$ cat src/rtl/regfile_scoreboard.sv
// Parametrised register file (R0 reads zero) with a per-register busy scoreboard and reserve handshake.
// Optional macro REGFILE_BYPASS_EN forwards same-cycle write-back data to the read ports.
module regfile_scoreboard #(
    parameter int DATA_W   = 16,
    parameter int NUM_REGS = 8,
    parameter int ADDR_W   = 3
) (
    input  logic                clock,
    input  logic                reset,
    input  logic [ADDR_W-1:0]   rs1_addr,
    input  logic [ADDR_W-1:0]   rs2_addr,
    output logic [DATA_W-1:0]   rs1_data,
    output logic [DATA_W-1:0]   rs2_data,
    output logic                rs1_busy,
    output logic                rs2_busy,
    input  logic                rsv_valid,
    input  logic [ADDR_W-1:0]   rsv_addr,
    output logic                rsv_ready,
    input  logic                wb_valid,
    input  logic [ADDR_W-1:0]   wb_addr,
    input  logic [DATA_W-1:0]   wb_data,
    output logic [NUM_REGS-1:0] busy_vec,
    output logic                wb_err
);

    localparam logic [ADDR_W:0] NUM_REGS_A = (ADDR_W + 1)'(NUM_REGS);

    // R0 has no storage; it is implied by the read muxes defaulting to zero.
    logic [DATA_W-1:0]   regs_q [1:NUM_REGS-1];
    logic [DATA_W-1:0]   regs_d [1:NUM_REGS-1];
    logic [NUM_REGS-1:0] busy_q;
    logic [NUM_REGS-1:0] busy_d;
    logic                wbErr_q;
    logic                wbErr_d;

    logic [DATA_W-1:0]   rs1DataRaw;
    logic [DATA_W-1:0]   rs2DataRaw;
    logic                rs1BusyRaw;
    logic                rs2BusyRaw;
    logic                rsvBusy;
    logic                wbBusy;
    logic                wbInRange;
    logic                rsvInRange;
    logic                wbHit;
    logic                busyEff;
    logic                rsvSet;

    // Shared lookup muxes; address 0 and out-of-range addresses fall through to zero.
    always_comb begin
        rs1DataRaw = '0;
        rs2DataRaw = '0;
        rs1BusyRaw = 1'b0;
        rs2BusyRaw = 1'b0;
        rsvBusy    = 1'b0;
        wbBusy     = 1'b0;
        for (int i = 1; i < NUM_REGS; i++) begin
            if (rs1_addr == ADDR_W'(i)) begin
                rs1DataRaw = regs_q[i];
                rs1BusyRaw = busy_q[i];
            end
            if (rs2_addr == ADDR_W'(i)) begin
                rs2DataRaw = regs_q[i];
                rs2BusyRaw = busy_q[i];
            end
            if (rsv_addr == ADDR_W'(i)) begin
                rsvBusy = busy_q[i];
            end
            if (wb_addr == ADDR_W'(i)) begin
                wbBusy = busy_q[i];
            end
        end
    end

    always_comb begin
        wbInRange  = ({1'b0, wb_addr} < NUM_REGS_A);
        rsvInRange = ({1'b0, rsv_addr} < NUM_REGS_A);
        wbHit      = wb_valid && wbInRange && (wb_addr != '0);
        wbErr_d    = wb_valid && (!wbInRange || (wbHit && !wbBusy));
        // A same-cycle write-back releases the register, so it can be re-reserved at once.
        busyEff    = rsvBusy && !(wb_valid && (wb_addr == rsv_addr));
        rsv_ready  = rsv_valid && ((rsv_addr == '0) || (rsvInRange && !busyEff));
        rsvSet     = rsv_ready && (rsv_addr != '0);
    end

    // Write-back clears busy first so an accepted reserve of the same register wins.
    always_comb begin
        regs_d = regs_q;
        busy_d = busy_q;
        for (int i = 1; i < NUM_REGS; i++) begin
            if (wbHit && (wb_addr == ADDR_W'(i))) begin
                regs_d[i] = wb_data;
                busy_d[i] = 1'b0;
            end
            if (rsvSet && (rsv_addr == ADDR_W'(i))) begin
                busy_d[i] = 1'b1;
            end
        end
        busy_d[0] = 1'b0;
    end

    always_ff @(posedge clock) begin
        if (reset) begin
            for (int i = 1; i < NUM_REGS; i++) begin
                regs_q[i] <= '0;
            end
            busy_q  <= '0;
            wbErr_q <= 1'b0;
        end else begin
            regs_q  <= regs_d;
            busy_q  <= busy_d;
            wbErr_q <= wbErr_d;
        end
    end

    assign busy_vec = busy_q;
    assign wb_err   = wbErr_q;

`ifdef REGFILE_BYPASS_EN
    // Forward the in-flight write-back; busy only survives if the register is re-reserved now.
    always_comb begin
        rs1_data = rs1DataRaw;
        rs1_busy = rs1BusyRaw;
        rs2_data = rs2DataRaw;
        rs2_busy = rs2BusyRaw;
        if (wbHit && (wb_addr == rs1_addr)) begin
            rs1_data = wb_data;
            rs1_busy = rsvSet && (rsv_addr == rs1_addr);
        end
        if (wbHit && (wb_addr == rs2_addr)) begin
            rs2_data = wb_data;
            rs2_busy = rsvSet && (rsv_addr == rs2_addr);
        end
    end
`else
    assign rs1_data = rs1DataRaw;
    assign rs1_busy = rs1BusyRaw;
    assign rs2_data = rs2DataRaw;
    assign rs2_busy = rs2BusyRaw;
`endif

endmodule

$ cat config.mk
export PLATFORM = sky130hd
export DESIGN_NAME = regfile_scoreboard
export DESIGN_NICKNAME = d
export VERILOG_FILES = /design/src/rtl/regfile_scoreboard.sv
export SDC_FILE = /design/constraint.sdc
export NUM_CORES = 1
export LEC_CHECK = 0
export CAP_MARGIN = 20
export CORE_ASPECT_RATIO = 1.2
export CORE_MARGIN = 5
export CORE_UTILIZATION = 61
export CTS_CLUSTER_SIZE = 12
export DETAILED_ROUTE_END_ITERATION = 12
export PLACE_DENSITY = 0.86
export SETUP_SLACK_MARGIN = 0.1
export SYNTH_ARGS = -nofsm -noshare
export SYNTH_HDL_FRONTEND = slang
export SYNTH_SLANG_ARGS = --single-unit
$ cat constraint.sdc
create_clock -name clock -period 4.7 [get_ports clock]
set_input_delay 0.94 -clock clock [delete_from_list [all_inputs] [get_ports clock]]
set_output_delay 0.94 -clock clock [all_outputs]
set_load 0.005 [all_outputs]
==> results.yml <==
sta:
  slew_violations: 0
  post-route-period-util_pct: 93.5
  setup_viol: 0
  worst_hold_slack_ps: 472
  skew_ps: 2.49
  fmax_mhz: 228
  period_needed_ps: 4390
  relSlewSlack_pct: 28.3
  finalSetupTns_ps: 0
  worst_slew_pin_slew_ps: 1070
  finalHoldViolCount: 0
  setup_slack_ps: 307
  grt_setup_unrepaired: "no"
placed_design:
  dpl_cell_area_mm2: 0.00721
  dp_cells: 996
  dp_hpwl_um: 13900
  place_congestion: 0.952
  port_buffers: 74
  dp_slack_ps: 431
drt:
  wirelength_um: 21800
  post_drt_wl_per_cell_um: 21.2
  drc_errors: 0
  dr.pass1.iters: 6
  vias: 6987
  ant_nets: 0
  drtIter0Drc: 700
  via_per_inst: 6.81
pwr:
  ir_worst_vdd_v: 0.000267
  p_leak_nw: 2.76
  p_int_mw: 2.00
  clockPowerShare_pct: 48.0
  pwr-share-comb_pct: 12.2
  swShare_pct: 25.1
  power.switching_mw: 0.671
  power_frac_seq_pct: 39.8
  power.total_mw: 2.67
  cellPowerDensity_mw_per_mm2: 343
worst_hold_path:
  hp-class: "reg -> reg"
  holdPathEnd: "regs_q[52]"
  hold_depth: 2
  min_from: "regs_q[52]"
synthesis:
  synth-edff-count: 0
  synth_area_mm2: 0.00654
  synth_nets: 875
  yosysWarnings: 0
  ys_types: 59
  synth_seq_area_share_pct: 36.7
  synth.avg_cell_area_um2: 7.76
  netlist_instances: 843
  synth-async-reset-ratio_pct: 0
  ys_ff_latch: 120
  ys.flop_type: "dfxtp_1"
worst_setup_path:
  critPathRequiredTime_ps: 3760
  critPathMaxFanout: 12
  r2r_slack_ps: 3220
  cpMostUsedCell: "clkdlybuf4s50_1"
  r2r-end: "busy_vec[4]"
  cp_slowest_cell: "nor2b_1"
  reg2reg_from: "busy_vec[2]"
  critPathKind: "in -> out"
  arrival_ps: 3450
  cp_num_buf_inv: 2
  cpPeakStageDelay_ps: 820
  start_kind: "input port"
  critPathCaptureType: "primary output"
  cp_cell_sequence: "clkdlybuf4s50_1, nor2b_1, a22oi_1, nor2_1, a221o_1, clkdlybuf4s50_1"
  path_delay_family: "buffers and inverters"
  r2r_cells: 4
clock_network:
  numCtsBuffers: 17
  post_cts_resized: 0
  cts_root_buf: "clkbuf_16"
  cts_max_path_buffers: 2
  clk_latency_ps: 420
  cts_tree: "built"
  cts.clk_slew.worst_paths_ps: 50
  h-tree-depth: 4
  cts_setup_buffers: 0
  numClockSinks: 120
  cts_hold_buf: 0
grt:
  grt_pass1_wl_um: 34600
  grt_usage_pct: 33.7
  grt_max_degree: 66
  grt_antenna_before_repair: 0
  grt_overflow_total: 0
  grt_pass1_vias: 6876
layout:
  syn2layout_area_growth_pct: 19.1
  final_area_mm2: 0.00779
  seq_area_mm2: 0.00240
  multi_input_area_mm2: 0.00371
  n_antenna_cell: 0
  nets: 918
  finalNonFillerCells: 1026
  drive_gt1_share_pct: 8.14
  fill_cells: 799
  final_core_util_pct: 74.1
outcome:
  status: "completed"
floorplan:
  ioPinCount: 76
  rows: 41
  die_w_um: 105
  die_area_mm2: 0.0129
  die_h_um: 123
  core_mm2: 0.0105
  start_util_pct: 62.2
job:
  drv_cap: 0
final cells by class:
cell class	count	share of cell area [%]
multi-input cells	640	47.6
well taps	129	2.07
clock inverters	8	1.24
flip-flops and latches	120	30.8
inverters	10	0.482
repair buffers	97	11.6
clock buffers	22	6.21
cell families after synthesis:
logic type      count (synthesis)  synth area share [%]
compound gates                258                  26.9
buf+inv                        83                  6.54
flops                         120                  36.7
other cells                     1                0.0573
xor+xnor                        3                 0.402
mux                            53                  8.59
simple gates                  325                  20.8
worst max-delay path by stage:
stage                            from      endpoint  slack, ps  depth (start not counted)
after floorplan           rs1_addr[1]  rs1_data[14]       1830                          6
after global placement    rs1_addr[0]   rs1_data[5]        440                          6
after detailed placement  rs1_addr[0]   rs1_data[7]        430                          6
after CTS                 rs1_addr[0]  rs1_data[11]        410                          6
after global routing      rs1_addr[0]  rs1_data[15]        290                          6
final                     rs1_addr[0]   rs1_data[5]        310                          6
registers in the layout, summed over array words and instances, names as in the netlist:
register / count
busy_vec: 7
wb_err: 1
regs_q: 112
power by group through the flow:
stage / registers (mW) / logic (mW) / clock network, mW
2_1_floorplan: 1.08 / 0.190 / 0
3_3_place_gp: 1.08 / 0.307 / 0
3_5_place_dp: 1.08 / 0.315 / 0
4_1_cts: 1.06 / 0.318 / 1.29
5_1_grt: 1.06 / 0.346 / 1.33
6_report: 1.06 / 0.325 / 1.28
worst register-to-register path, stage by stage (launching register included):
cell and delay (ps):
dfxtp_1 500, nor2_1 90, o32a_1 330, a221oi_2 300
o32ai_1 130
Yosys cell counts (all sizes together) (2+ instances only):
library cell  number  area share (%)
a211oi             3            0.34
a21boi             2            0.23
a21oi            116             8.9
a221o             29             4.4
a221oi             6            0.90
a22o              35             4.7
a22oi             12             1.5
a31oi              2            0.19
and3               2            0.19
buf               48             4.5
clkbuf            25             1.4
dfxtp            120              37
inv               10            0.57
mux2              22             3.8
mux2i             31             4.7
nand2            258              15
nand2b             5            0.48
nand3             11            0.84
nand4              2            0.19
nand4b             2            0.27
nor2              25             1.7
nor2b             12             1.1
nor3               3            0.40
o211ai            16             1.8
o21ai             14             1.1
o221ai             3            0.40
o22ai              5            0.48
o32ai              3            0.40
o41ai              3            0.40
xor2               2            0.27
cell usage in the layout (no fill, tap or decap), drive strengths merged, types with 16 or more instances in the layout:
cell type      Yosys  final
o211ai            16     16
buf               48     26
mux2i             31     31
a21oi            116    116
dfxtp            120    120
a22o              35     35
mux2              22     22
a221o             29     29
clkdlybuf4s50      0     71
nand2            258    258
nor2              25     25
clkbuf            25     22
routing by layer:
metal,track usage [%],wire length (um)
met1,38.2,7760
met3,8.51,2480
met2,56.9,10300
met5,0,0
met4,21.4,1200
No activity file was read; power rests on OpenSTA's default activity.
